$ cat src/rtl/vga_pix_pkg.sv
// Shared definitions for the VGA sprite pixel generator.
// Holds the register-map offsets, pixel/sprite sizes and CTRL bit positions
// used by the Wishbone register block and the pixel pipeline.
package vga_pix_pkg;

  localparam int RGB_W      = 8;
  localparam int SPR_SIZE   = 16;
  localparam int SPR_IDX_W  = $clog2(SPR_SIZE);
  localparam logic [SPR_IDX_W-1:0] SPR_IDX_MAX = SPR_IDX_W'(SPR_SIZE - 1);

  // Register offsets within the 256-byte window (adr[7:0]).
  localparam logic [7:0] REG_CTRL     = 8'h00;
  localparam logic [7:0] REG_BG       = 8'h04;
  localparam logic [7:0] REG_POS      = 8'h08;
  localparam logic [7:0] REG_SCOL     = 8'h0C;
  localparam logic [7:0] REG_FRAME    = 8'h10;
  localparam logic [7:0] REG_STATUS   = 8'h14;
  localparam logic [7:0] REG_BMP_BASE = 8'h40;

  // CTRL register bit indices.
  localparam int CTRL_W         = 2;
  localparam int CTRL_SPRITE_EN = 0;
  localparam int CTRL_TEST_MODE = 1;

endpackage

$ cat src/rtl/vga_pix_wb_regs.sv
// Wishbone configuration slave for the sprite pixel generator.
// Decodes a 256-byte window at BASE_ADDR, returns a single-cycle registered
// ack, keeps pending (bus-visible) and active (pixel-visible) copies of
// CTRL/BG/POS/SCOL, the single-buffered 16x16 sprite bitmap and a frame
// counter. Active copies and the counter advance on the frame edge (first
// cycle v_sync reaches VSYNC_ACTIVE).
// Ports:
//   clk, rst_n                 clock, async active-low reset
//   cyc, stb, we, adr, dat     Wishbone request
//   dout, ack                  Wishbone response (dout is 0 outside ack)
//   v_sync                     raw v_sync from the timing controller
//   sprite_en, test_mode, bg, scol, spr_x, spr_y   active configuration
//   bmp                        sprite rows, bmp[row][15] is the leftmost pixel
module vga_pix_wb_regs
  import vga_pix_pkg::*;
#(
  parameter logic [31:0] BASE_ADDR    = 32'h3000_0100,
  parameter logic        VSYNC_ACTIVE = 1'b0,
  parameter int          COORD_W      = 12
) (
  input  logic                                clk,
  input  logic                                rst_n,
  input  logic                                cyc,
  input  logic                                stb,
  input  logic                                we,
  input  logic [31:0]                         adr,
  input  logic [31:0]                         dat,
  output logic [31:0]                         dout,
  output logic                                ack,
  input  logic                                v_sync,
  output logic                                sprite_en,
  output logic                                test_mode,
  output logic [RGB_W-1:0]                    bg,
  output logic [RGB_W-1:0]                    scol,
  output logic [COORD_W-1:0]                  spr_x,
  output logic [COORD_W-1:0]                  spr_y,
  output logic [SPR_SIZE-1:0][SPR_SIZE-1:0]   bmp
);

  logic                 sel;
  logic                 wr_en;
  logic [7:0]           offset;
  logic                 is_bmp;
  logic [SPR_IDX_W-1:0] bmp_idx;
  logic                 vs_act;
  logic                 vs_act_q;
  logic                 frame_edge;
  logic [31:0]          rdata;
  logic [15:0]          frame_cnt;
  logic                 unused_dat;

  logic [CTRL_W-1:0]    ctrl_pend;
  logic [RGB_W-1:0]     bg_pend;
  logic [RGB_W-1:0]     scol_pend;
  logic [COORD_W-1:0]   x_pend;
  logic [COORD_W-1:0]   y_pend;

  assign sel     = cyc & stb & (adr[31:8] == BASE_ADDR[31:8]);
  // The request is still held while ack is high, so the write lands then.
  assign wr_en   = sel & we & ack;
  assign offset  = adr[7:0];
  assign is_bmp  = (offset[7:6] == REG_BMP_BASE[7:6]) && (offset[1:0] == 2'b00);
  assign bmp_idx = offset[SPR_IDX_W+1:2];

  assign vs_act     = (v_sync == VSYNC_ACTIVE);
  assign frame_edge = vs_act & ~vs_act_q;

  // Not every data bit maps to a register field.
  assign unused_dat = ^dat;

  always_comb begin
    rdata = '0;
    if (is_bmp) begin
      rdata[SPR_SIZE-1:0] = bmp[bmp_idx];
    end else begin
      case (offset)
        REG_CTRL:   rdata[CTRL_W-1:0]   = ctrl_pend;
        REG_BG:     rdata[RGB_W-1:0]    = bg_pend;
        REG_POS: begin
          rdata[COORD_W-1:0]  = x_pend;
          rdata[16 +: COORD_W] = y_pend;
        end
        REG_SCOL:   rdata[RGB_W-1:0]    = scol_pend;
        REG_FRAME:  rdata[15:0]         = frame_cnt;
        REG_STATUS: rdata[0]            = vs_act;
        default:    rdata               = '0;
      endcase
    end
  end

  // Bus handshake: ack never repeats back-to-back, dout only valid with ack.
  always_ff @(posedge clk or negedge rst_n) begin
    if (!rst_n) begin
      ack  <= 1'b0;
      dout <= '0;
    end else begin
      ack  <= sel & ~ack;
      dout <= (sel & ~ack) ? rdata : '0;
    end
  end

  // Starting as "already active" keeps a low v_sync at reset release from
  // being counted as a frame edge.
  always_ff @(posedge clk or negedge rst_n) begin
    if (!rst_n) begin
      vs_act_q  <= 1'b1;
      frame_cnt <= '0;
    end else begin
      vs_act_q <= vs_act;
      if (frame_edge) frame_cnt <= frame_cnt + 16'd1;
    end
  end

  // Pending copies and bitmap take bus writes.
  always_ff @(posedge clk or negedge rst_n) begin
    if (!rst_n) begin
      ctrl_pend <= '0;
      bg_pend   <= '0;
      scol_pend <= '0;
      x_pend    <= '0;
      y_pend    <= '0;
      bmp       <= '0;
    end else if (wr_en) begin
      if (is_bmp) begin
        bmp[bmp_idx] <= dat[SPR_SIZE-1:0];
      end else begin
        case (offset)
          REG_CTRL: ctrl_pend <= dat[CTRL_W-1:0];
          REG_BG:   bg_pend   <= dat[RGB_W-1:0];
          REG_POS: begin
            x_pend <= dat[COORD_W-1:0];
            y_pend <= dat[16 +: COORD_W];
          end
          REG_SCOL: scol_pend <= dat[RGB_W-1:0];
          default: ;
        endcase
      end
    end
  end

  // Active copies sample the pending values as they stood before any write
  // committing on the same edge.
  always_ff @(posedge clk or negedge rst_n) begin
    if (!rst_n) begin
      sprite_en <= 1'b0;
      test_mode <= 1'b0;
      bg        <= '0;
      scol      <= '0;
      spr_x     <= '0;
      spr_y     <= '0;
    end else if (frame_edge) begin
      sprite_en <= ctrl_pend[CTRL_SPRITE_EN];
      test_mode <= ctrl_pend[CTRL_TEST_MODE];
      bg        <= bg_pend;
      scol      <= scol_pend;
      spr_x     <= x_pend;
      spr_y     <= y_pend;
    end
  end

endmodule

$ cat src/rtl/vga_sprite_pixel_gen.sv
// VGA sprite pixel generator: turns the timing controller's row/column/
// display_enable/syncs into RGB332 pixels (background, one 16x16 monochrome
// sprite, or an XOR test pattern). Two-stage pipeline; syncs and DE are
// delayed alongside so everything leaves together two cycles after input.
// Ports:
//   clk, rst_n                 clock, async active-low reset
//   cyc, stb, we, adr, dat     Wishbone request
//   dout, ack                  Wishbone response
//   row, column                current pixel position
//   display_enable, h_sync, v_sync   timing controller qualifiers
//   rgb                        pixel {R[2:0],G[2:0],B[1:0]}
//   h_sync_o, v_sync_o, de_o   syncs/DE aligned with rgb
module vga_sprite_pixel_gen
  import vga_pix_pkg::*;
#(
  parameter logic [31:0] BASE_ADDR    = 32'h3000_0100,
  parameter logic        VSYNC_ACTIVE = 1'b0,
  parameter int          COORD_W      = 12
) (
  input  logic               clk,
  input  logic               rst_n,
  input  logic               cyc,
  input  logic               stb,
  input  logic               we,
  input  logic [31:0]        adr,
  input  logic [31:0]        dat,
  output logic [31:0]        dout,
  output logic               ack,
  input  logic [COORD_W-1:0] row,
  input  logic [COORD_W-1:0] column,
  input  logic               display_enable,
  input  logic               h_sync,
  input  logic               v_sync,
  output logic [RGB_W-1:0]   rgb,
  output logic               h_sync_o,
  output logic               v_sync_o,
  output logic               de_o
);

  logic                              sprite_en;
  logic                              test_mode;
  logic [RGB_W-1:0]                  bg;
  logic [RGB_W-1:0]                  scol;
  logic [COORD_W-1:0]                spr_x;
  logic [COORD_W-1:0]                spr_y;
  logic [SPR_SIZE-1:0][SPR_SIZE-1:0] bmp;

  logic [COORD_W-1:0]   dx;
  logic [COORD_W-1:0]   dy;
  logic                 hit;

  logic                 de_p1, hs_p1, vs_p1, hit_p1;
  logic [SPR_IDX_W-1:0] dx_p1, dy_p1;
  logic [RGB_W-1:0]     col_p1, row_p1;
  logic                 pix_bit;

  function automatic logic [RGB_W-1:0] pix_colour(
    input logic             de,
    input logic             tm,
    input logic             spr,
    input logic [RGB_W-1:0] pattern,
    input logic [RGB_W-1:0] bg_c,
    input logic [RGB_W-1:0] scol_c
  );
    if (!de)     return '0;
    else if (tm) return pattern;
    else if (spr) return scol_c;
    return bg_c;
  endfunction

  vga_pix_wb_regs #(
    .BASE_ADDR    (BASE_ADDR),
    .VSYNC_ACTIVE (VSYNC_ACTIVE),
    .COORD_W      (COORD_W)
  ) u_regs (
    .clk       (clk),
    .rst_n     (rst_n),
    .cyc       (cyc),
    .stb       (stb),
    .we        (we),
    .adr       (adr),
    .dat       (dat),
    .dout      (dout),
    .ack       (ack),
    .v_sync    (v_sync),
    .sprite_en (sprite_en),
    .test_mode (test_mode),
    .bg        (bg),
    .scol      (scol),
    .spr_x     (spr_x),
    .spr_y     (spr_y),
    .bmp       (bmp)
  );

  // Modulo subtraction: pixels left of / above the sprite wrap to large
  // offsets and fall outside the 16x16 window.
  assign dx  = column - spr_x;
  assign dy  = row - spr_y;
  assign hit = sprite_en & (dx < COORD_W'(SPR_SIZE)) & (dy < COORD_W'(SPR_SIZE));

  // ---- stage 1: sprite window test, capture qualifiers ----
  always_ff @(posedge clk or negedge rst_n) begin
    if (!rst_n) begin
      de_p1  <= 1'b0;
      hs_p1  <= 1'b0;
      vs_p1  <= 1'b0;
      hit_p1 <= 1'b0;
      dx_p1  <= '0;
      dy_p1  <= '0;
      col_p1 <= '0;
      row_p1 <= '0;
    end else begin
      de_p1  <= display_enable;
      hs_p1  <= h_sync;
      vs_p1  <= v_sync;
      hit_p1 <= hit;
      dx_p1  <= dx[SPR_IDX_W-1:0];
      dy_p1  <= dy[SPR_IDX_W-1:0];
      col_p1 <= column[RGB_W-1:0];
      row_p1 <= row[RGB_W-1:0];
    end
  end

  // MSB of each bitmap row is the leftmost pixel.
  assign pix_bit = bmp[dy_p1][SPR_IDX_MAX - dx_p1];

  // ---- stage 2: colour select, aligned sync/DE outputs ----
  always_ff @(posedge clk or negedge rst_n) begin
    if (!rst_n) begin
      rgb      <= '0;
      h_sync_o <= 1'b0;
      v_sync_o <= 1'b0;
      de_o     <= 1'b0;
    end else begin
      rgb      <= pix_colour(de_p1, test_mode, hit_p1 & pix_bit,
                             col_p1 ^ row_p1, bg, scol);
      h_sync_o <= hs_p1;
      v_sync_o <= vs_p1;
      de_o     <= de_p1;
    end
  end

endmodule

$ cat config.mk
export PLATFORM = sky130hd
export DESIGN_NAME = vga_sprite_pixel_gen
export DESIGN_NICKNAME = d
export VERILOG_FILES = /design/src/rtl/vga_pix_pkg.sv /design/src/rtl/vga_pix_wb_regs.sv /design/src/rtl/vga_sprite_pixel_gen.sv
export SDC_FILE = /design/constraint.sdc
export NUM_CORES = 1
export LEC_CHECK = 0
export BUFFER_PORTS_ARGS = -buffer_cell sky130_fd_sc_hd__buf_2
export CORE_UTILIZATION = 45
export CTS_BUF_LIST = sky130_fd_sc_hd__clkbuf_8 sky130_fd_sc_hd__clkbuf_16
export DETAILED_ROUTE_END_ITERATION = 8
export GPL_ROUTABILITY_DRIVEN = 0
export SLEW_MARGIN = 20
export SYNTH_ARGS = -nofsm -noshare
export SYNTH_HDL_FRONTEND = slang
export SYNTH_HIERARCHICAL = 1
export SYNTH_SLANG_ARGS = --single-unit
$ cat constraint.sdc
create_clock -name clk -period 3.1 [get_ports clk]
set_input_delay 0.465 -clock clk [delete_from_list [all_inputs] [get_ports clk]]
set_output_delay 0.465 -clock clk [all_outputs]
set_load 0.005 [all_outputs]
==> metrics.cfg, run 1 <==
[run_status]
status = finished clean

[logic_synthesis]
synth_cells = 1522
yosys-top-cells-count = dfrtp_1 (424), mux2_2 (228), mux4_2 (137)
synth_edf_count = 0
synth.distinct_cells = 72
synth_warnings = 6
synthArstFlopShare = 1.00
ys_seq_elements = 425
ys.flop_type = dfrtp_1
synth_area_leaders = dfrtp_1 (48%), mux4_2 (14%), mux2_2 (12%)
ys_seq_area_frac = 0.478
synth_area_mm2 = 0.0222
synth_area_per_cell_um2 = 14.6
yosys.area.top_type = dfrtp_1
synth.top_cell.area_share = 0.477
synth_most_common_cell = dfrtp_1

[global_routing]
gr-usage-all-layers = 0.247
grtUsageMet3 = 0.0317
grt_util_met2 = 0.384
overflow = 0
grt_pass1_vias = 14300
grt_max_degree = 81
top_usage_layer = met2
use_met1 = 0.370
grt_first_pass_wirelength_um = 92900
antenna_found_initial = 1

[power]
p_per_area_mw_per_mm2 = 479
leakage_nw = 12.2
finalPower_mw = 12.4
vdd_drop_max_uv = 393

[placement]
dp.cells = 2287
dpl-instance-area_mm2 = 0.0241
portBuffers = 131
dp.final_hpwl_um = 41900
pre_cts_ws_ps = 81.1

[setup_path]
crit_family = multiplexers
worstPathArrival_ps = 3460
cpMostUsedCell = mux4_2
cp-start-kind = register
worst_path_max_delay_cell = dfrtp_2
max_stage_delay_ps = 580
cp.depth = 9
worstSetupPathType = reg -> reg
worstPathCellList = buf_4 -> mux4_2 -> mux4_2 -> o311ai_1 -> a41oi_1 -> a211oi_4 -> buf_12 -> nand3_1 -> o21ai_1
critPathCaptureType = register
reg2reg_depth = 9
critPathRequiredTime_ps = 3610
critPathMaxFanout = 16
cp_num_buf_inv = 2

[die]
start_util = 0.455
rows = 81
dieWidth_um = 224
die_y_um = 224
core_area_mm2 = 0.0488
die-area_mm2 = 0.0503
ioPinCount = 140

[timing]
finalCritPeriodShare = 0.952
setup_violations = 0
setup_ws_ps = 150
setup_tns_ps = 0
finClkSkew_ps = 24.9
slew_headroom = 0.479
finalHoldWorstSlack_ps = 31.7
min_period_ps = 2950
drv_slew = 0
fmax_mhz = 339
hold_viol = 0
rsz0062_at_grt = no
tightest_slew_ps = 781

[final_layout]
fin_util = 0.530
n_antenna_cell = 0
drive_gt1_frac = 0.468
final_nets = 1807
design_area_mm2 = 0.0259
instances_no_fill = 2387
area_growth_pct = 16.5

[clock_tree]
root_buffer = clkbuf_16
clkTransAtPathRegs_ps = 60
cts_tree = done
htreeDepth = 2
cts_sinks = 425
cts_buffers = 47
clockBufferDepth = 3
clk_latency_ps = 590

[hold_path]
hp-class = in -> reg
hold_depth = 1

[route]
via_count = 13900
drtAntennaViolNets = 0
first_iter_violations = 1029
drt_first_pass_iters = 5
viasPerCell = 5.84
wl_per_cell_um = 25.3
drc = 0
wirelength_um = 60400

[run]
drv_cap = 0

-- per-layer routing --
| metal | vias to the layer above | wire length (um) |
|---|---|---|
| met5 | - | 0 |
| met4 | 0 | 926 |
| met2 | 341 | 28300 |
| li1 | 6079 | - |
| met3 | 68 | 2860 |
| met1 | 7444 | 28300 |
-- cells in the final DEF, fill, tap and decap left out, drive strengths merged, types with 22 or more instances in the layout --
cell type	instances
nand3	37
mux2	349
clkbuf	59
inv	50
ha	23
mux4	137
nor2	36
o21ai	27
buf	220
dfrtp	424
nor4	30
mux2i	22
nand2	41
-- state kept, by name (all words and copies together), names as in the netlist, 2 cells and up --
signal and cells:
dy_p1 4, u_regs/y_pend 12, u_regs/bmp 256, u_regs/ctrl_pend 2, dx_p1 4, u_regs/scol_pend 8, row_p1 8, u_regs/frame_cnt 16
u_regs/bg 8, u_regs/bg_pend 8, u_regs/scol 8, u_regs/x_pend 12, u_regs/spr_y 12, rgb 8, u_regs/dout 28, u_regs/spr_x 12
col_p1 8
-- logic make-up (layout without fill, tap and decap cells) --
| logic type | after synthesis | after routing | share of synthesized area |
|---|---|---|---|
| simple gates | 231 | 231 | 0.0691 |
| fa+ha+maj | 25 | 25 | 0.0147 |
| flops | 425 | 425 | 0.478 |
| mux | 508 | 508 | 0.342 |
| compound gates | 139 | 139 | 0.0449 |
| xor+xnor | 31 | 31 | 0.0122 |
| other cells | 1 | 4 | 0.000169 |
| buf+inv | 162 | 360 | 0.0385 |
-- worst register-to-register path, delay by kind of cell, from the launching register on --
| kind | cells | cell delay [ps] |
|---|---|---|
| muxes | 2 | 860 |
| AOI/OAI and AO/OA | 4 | 860 |
| DFF | 1 | 580 |
| buffers and inverters | 2 | 470 |
| and+or+nand+nor | 1 | 110 |
-- area by class of cell --
type,count,area (um2)
clock buffer,59,1340
tap,664,831
inverter,41,154
sequential,425,10600
timing repair buffer,233,1860
fill,4118,22900
multi-input combinational,938,10800
clock inverter,27,303
-- timing repair --
action	in CTS	in global routing
endpoints found under the hold margin	69	0
endpoints found under the setup margin	0	9
hold buffers	13	0
setup buffers	0	1
resized for setup	0	3
-- power breakdown --
part           switching (mW)  total (mW)  internal, mW
clock network            2.33        5.88          3.56
logic                   0.513       0.829         0.316
registers              0.0871        5.70          5.61
total                    2.93        12.4          9.48
-- worst paths after layout --
kind | startpoint | endpoint | slack (ps)
min reg2reg | hs_p1 | h_sync_o | 360
max | dy_p1[1] | rgb[4] | 150
min | row[7] | row_p1[7] | 30
max in group asynchronous | rst_n | u_regs/bmp[121] | 1740
max reg2reg | dy_p1[1] | rgb[4] | 150
min in group asynchronous | rst_n | row_p1[5] | 420
Note: power is estimated with default switching activity, not from simulation.
==> run 2: changes to the inputs <==
HOLD_SLACK_MARGIN = 0.05   (was unset)
==> run 2 against run 1 <==
  * Routed wire length up 0.22%
  * Non-clock buffer count increased by 6
  * Total power is essentially flat
  * Worst setup slack got worse by 4.4 ps
  * Register-to-register slack barely moved
  * Via count grew 0.49%
==> metrics.cfg, run 2 (synthesis results as in run 1) <==
[die]
rows = 81  ; unchanged
die_y_um = 224  ; unchanged
core_area_mm2 = 0.0488  ; unchanged
die-area_mm2 = 0.0503  ; unchanged
dieWidth_um = 224  ; unchanged
ioPinCount = 140  ; unchanged
start_util = 0.455  ; unchanged

[timing]
setup_tns_ps = 0  ; unchanged
min_period_ps = 2950  ; +4.37 ps
slew_headroom = 0.482  ; +0.00318
hold_viol = 0  ; unchanged
drv_slew = 0  ; unchanged
setup_violations = 0  ; unchanged
finalHoldWorstSlack_ps = 84.4  ; +52.7 ps
finClkSkew_ps = 22.7  ; -2.23 ps
rsz0062_at_grt = no
finalCritPeriodShare = 0.953  ; +0.00141
fmax_mhz = 339  ; -0.15%
tightest_slew_ps = 777  ; -4.76 ps

[clock_tree]
clkTransAtPathRegs_ps = 60  ; about the same
cts_buffers = 47  ; unchanged
clockBufferDepth = 3  ; unchanged
cts_sinks = 425  ; unchanged
htreeDepth = 2  ; unchanged
cts_tree = done
root_buffer = clkbuf_16
clk_latency_ps = 590  ; about the same

[power]
leakage_nw = 12.2  ; +0.21%
vdd_drop_max_uv = 392  ; -0.23%
finalPower_mw = 12.4  ; about the same
p_per_area_mw_per_mm2 = 478  ; -0.18%

[setup_path]
worst_path_max_delay_cell = dfrtp_4
critPathRequiredTime_ps = 3610  ; about the same
worstPathArrival_ps = 3470  ; about the same
cpMostUsedCell = buf_12
reg2reg_to = rgb[4]
max_stage_delay_ps = 490  ; -90 ps
cp-startpoint = dy_p1[0]
worstSetupPathType = reg -> reg
reg2reg_depth = 12  ; +3
worstPathCellList = buf_12 -> buf_12 -> mux4_2 -> and2_1 -> a211oi_1 -> o221ai_1 -> o2111ai_1 -> a2111oi_2 -> a211oi_4 -> buf_12 -> nand3_1 -> o21ai_1
critPathMaxFanout = 16  ; unchanged
rrSetupSlack_ps = 150  ; about the same
cp-endpoint = rgb[4]
critPathCaptureType = register
cp-start-kind = register
reg2reg_from = dy_p1[0]

[final_layout]
area_growth_pct = 16.8
drive_gt1_frac = 0.466  ; -0.00162
n_antenna_cell = 0  ; unchanged
design_area_mm2 = 0.0260  ; +0.23%
final-seq-area_mm2 = 0.0106  ; unchanged
multi_input_area_mm2 = 0.0108  ; unchanged
largest_reg_flops = 256  ; unchanged
final_nets = 1813  ; +0.33%
most-common-layout-cells = dfrtp_1 (421), mux2_2 (228), mux4_2 (137), buf_2 (128), mux2_4 (99)
mostFrequentLayoutCell = dfrtp_1
top_register = u_regs/bmp
nFillCells = 4109  ; -0.22%
largestRegisters = u_regs/bmp x256, u_regs/dout x28, u_regs/frame_cnt x16

[global_routing]
antenna_found_initial = 1  ; unchanged
grt_pass1_vias = 14400  ; +0.20%
grt_max_degree = 81  ; unchanged
grt_first_pass_wirelength_um = 93000  ; about the same
overflow = 0  ; unchanged
gr-usage-all-layers = 0.247  ; +0.000289

[placement]
dpl-instance-area_mm2 = 0.0241  ; unchanged
portBuffers = 131  ; unchanged
dp.final_hpwl_um = 41900  ; unchanged

[route]
via_count = 14000  ; +0.49%
wl_per_cell_um = 25.3  ; about the same
first_iter_violations = 1128  ; +9.6%
viasPerCell = 5.85  ; +0.24%
drtAntennaViolNets = 0  ; unchanged
drc = 0  ; unchanged
drt_first_pass_iters = 7  ; +2
wirelength_um = 60500  ; +0.22%

[run]
drv_cap = 0  ; unchanged

[run_status]
status = finished clean

[hold_path]
hp-class = in -> reg

-- run 2: layer usage --
metal / track usage / wire (um) / part of all wire / vias to the layer above
li1: - / - / - / 6086
met1: 0.370 / 28200 / 0.47 / 7484
met2: 0.384 / 28500 / 0.47 / 360
met3: 0.0319 / 2950 / 0.049 / 70
met4: 0.0566 / 977 / 0.016 / 0
met5: 0 / 0 / 0 / -
-- run 2: how the worst min path moves through the flow --
stage,end,cells past startpoint,start,slack (ps)
6_report,vs_p1,1,v_sync,80
5_1_grt,vs_p1,1,v_sync,70
4_1_cts,vs_p1,1,v_sync,50
3_5_place_dp,h_sync_o,0,hs_p1,340
3_3_place_gp,h_sync_o,0,hs_p1,330
2_1_floorplan,col_p1[0],0,rst_n,170
-- run 2: repair_timing --
action	CTS	global route
hold buffers	19	0
resized for setup	0	3
endpoints found under the hold margin	75	0
endpoints found under the setup margin	0	9
setup buffers	0	1
-- run 2: cell type report --
| type | instances | share of cell area |
|---|---|---|
| tap | 664 | 0.0320 |
| clock inverter | 27 | 0.0117 |
| clock buffer | 59 | 0.0516 |
| inverter | 41 | 0.00593 |
| sequential | 425 | 0.410 |
| timing repair buffer | 239 | 0.0738 |
| multi-input combinational | 938 | 0.415 |
-- run 2: worst max-delay path: cells and delay by family, from the launching register on --
family,cells,cell delay (ps)
muxes,1,490
DFF,1,490
AOI/OAI and AO/OA,6,1060
and+or+nand+nor,2,260
buffers and inverters,3,530
-- run 2: through the flow --
stage                     utilization  setup WS (ps)  instances
after global placement          0.493            114       2287
after CTS                       0.531           60.5       2392
final                           0.532            146       2393
after global routing            0.532           10.2       2393
after floorplan                     -            377       1525
after detailed placement        0.493           81.1       2287
-- run 2: power by group --
group	leakage (nW)	switching (mW)	internal, mW	total [mW]
Sequential	5.85	0.0871	5.61	5.70
Clock	0.828	2.33	3.56	5.88
Combinational	5.52	0.514	0.321	0.835
Total	12.2	2.93	9.49	12.4
==> run 3: changes to the inputs <==
BUFFER_PORTS_ARGS = -buffer_cell sky130_fd_sc_hd__buf_4   (was -buffer_cell sky130_fd_sc_hd__buf_2)
SETUP_SLACK_MARGIN = 0.15   (was unset)
==> run 3 against run 2 <==
  * Worst setup slack got worse by 33 ps
  * Clock-buffer cell count down 5
  * First-iteration DRC count up 1.4%
  * Largest cell class unchanged
  * Largest power group unchanged
  * Highest routed layer unchanged
==> metrics.cfg, run 3 (synthesis results as in run 1) <==
[route]
drc = 0  ; unchanged
first_iter_violations = 1144  ; +1.4%
wl_per_cell_um = 25.7  ; +1.4%
wirelength_um = 61700  ; +1.9%
drtAntennaViolNets = 0  ; unchanged
drt_first_pass_iters = 5  ; -2
viasPerCell = 5.92  ; +1.2%
via_count = 14200  ; +1.7%

[timing]
finClkSkew_ps = 24.4  ; +1.70 ps
finalHoldWorstSlack_ps = 126  ; +41.2 ps
setup_tns_ps = 0  ; unchanged
slew_headroom = 0.444  ; -0.0378
finalCritPeriodShare = 0.963  ; +0.0105
min_period_ps = 2990  ; +32.5 ps
setup_violations = 0  ; unchanged
tightest_slew_ps = 833  ; +56.7 ps
fmax_mhz = 335  ; -1.1%
hold_viol = 0  ; unchanged
drv_slew = 0  ; unchanged
rsz0062_at_grt = yes

[clock_tree]
cts_sinks = 425  ; unchanged
cts_buffers = 47  ; unchanged
root_buffer = clkbuf_16
cts_tree = done
htreeDepth = 2  ; unchanged
clkTransAtPathRegs_ps = 60  ; about the same
clk_latency_ps = 590  ; about the same
clockBufferDepth = 3  ; unchanged

[setup_path]
critPathMaxFanout = 16  ; unchanged
reg2reg_depth = 10  ; -2
worstPathCellList = buf_4 -> buf_12 -> mux4_2 -> mux4_2 -> a211oi_2 -> nor2_1 -> a211oi_4 -> buf_12 -> buf_4 -> o21ai_2
worstSetupPathType = reg -> reg
critPathRequiredTime_ps = 3570  ; -40 ps
worstPathArrival_ps = 3460  ; about the same
worst_path_max_delay_cell = dfrtp_4
reg2reg_from = dy_p1[0]
cp-start-kind = register
critPathCaptureType = register
cp-startpoint = dy_p1[0]
rrSetupSlack_ps = 110  ; -30 ps
cp-endpoint = rgb[5]
max_stage_delay_ps = 520  ; +30 ps
reg2reg_to = rgb[5]

[final_layout]
fin_util = 0.542  ; +0.0104
top_register = u_regs/bmp
final_nets = 1831  ; +0.99%
final-seq-area_mm2 = 0.0106  ; about the same
area_growth_pct = 19.1
largestRegisters = u_regs/bmp x256, u_regs/dout x28, u_regs/frame_cnt x16
design_area_mm2 = 0.0265  ; +2.0%
largest_reg_flops = 256  ; unchanged
multi_input_area_mm2 = 0.0108  ; +0.55%
drive_gt1_frac = 0.470  ; +0.00425
mostFrequentLayoutCell = dfrtp_1
nFillCells = 4016  ; -2.3%
instances_no_fill = 2406  ; +0.54%
most-common-layout-cells = dfrtp_1 (422), mux2_2 (228), buf_4 (206), mux4_2 (137), mux2_4 (99)

[die]
rows = 81  ; unchanged
die_y_um = 224  ; unchanged
dieWidth_um = 224  ; unchanged
die-area_mm2 = 0.0503  ; unchanged
ioPinCount = 140  ; unchanged
core_area_mm2 = 0.0488  ; unchanged
start_util = 0.455  ; unchanged

[run_status]
status = finished clean

[hold_path]
hp-class = in -> reg

[placement]
dp.final_hpwl_um = 42800  ; +2.1%
portBuffers = 131  ; unchanged
dp.cells = 2301  ; +0.61%
dpl-instance-area_mm2 = 0.0245  ; +1.7%

[global_routing]
grt_max_degree = 91  ; +12%
grt_pass1_vias = 14600  ; +1.8%
gr-usage-all-layers = 0.251  ; +0.00357
grt_first_pass_wirelength_um = 93900  ; +0.90%
overflow = 0  ; unchanged
antenna_found_initial = 0  ; -1

[power]
leakage_nw = 12.4  ; +1.6%
vdd_drop_max_uv = 428  ; +9.2%
p_per_area_mw_per_mm2 = 476  ; -0.45%

[run]
drv_cap = 0  ; unchanged

## run 3: timing repair
item | CTS | global route
hold buffers | 20 | 0
hold endpoints to repair | 95 | 0
pin swaps | 0 | 3
gates cloned | 1 | 0
resized for setup | 1 | 13
setup endpoints to repair | 8 | 9
setup buffers | 1 | 2
## run 3: power breakdown
| part | leakage, nW | internal, mW | switching, mW |
|---|---|---|---|
| Clock | 0.840 | 3.70 | 2.29 |
| Combinational | 5.70 | 0.376 | 0.537 |
| Sequential | 5.85 | 5.61 | 0.0824 |
## run 3: worst max-delay path: cells and delay by family, from the launching register on
kind | cells | cell delay [ps]
AO/OA/AOI/OAI | 3 | 570
buffers and inverters | 4 | 610
flip-flops | 1 | 520
multiplexers | 2 | 1020
AND/OR/NAND/NOR | 1 | 140
## run 3: per-layer routing
layer / part of all wire / track usage / routed length (um)
met1: 0.45 / 0.376 / 28000
met5: 0 / 0 / 0
met2: 0.46 / 0.378 / 28600
met4: 0.027 / 0.0783 / 1640
met3: 0.057 / 0.0338 / 3490
## run 3: metrics by stage
| stage | setup slack, ps | total power, mW |
|---|---|---|
| floorplan | 377 | 6.20 |
| global placement | 85.3 | 6.65 |
| detailed placement | 62.0 | 6.67 |
| CTS | 155 | 12.7 |
| global route | 59.7 | 13.0 |
| finish | 113 | 12.6 |
## run 3: cell type report
cell class                      instances  share of cell area
Inverter                               41             0.00581
Antenna cell                            1           0.0000945
Clock buffer                           54              0.0489
Timing Repair Buffer                  257              0.0894
Multi-Input combinational cell        938               0.409
Sequential cell                       425               0.402
Clock inverter                         26              0.0131
Tap cell                              664              0.0314
## run 3: how the worst min path moves through the flow
stage	startpoint	end	slack, ps	depth (start not counted)
final	dat[27]	u_regs/y_pend[11]	130	2
after detailed placement	vs_p1	v_sync_o	340	0
after CTS	dat[21]	u_regs/y_pend[5]	90	2
after floorplan	rst_n	col_p1[0]	170	0
after global routing	dat[18]	u_regs/y_pend[2]	110	2
after global placement	hs_p1	h_sync_o	340	0
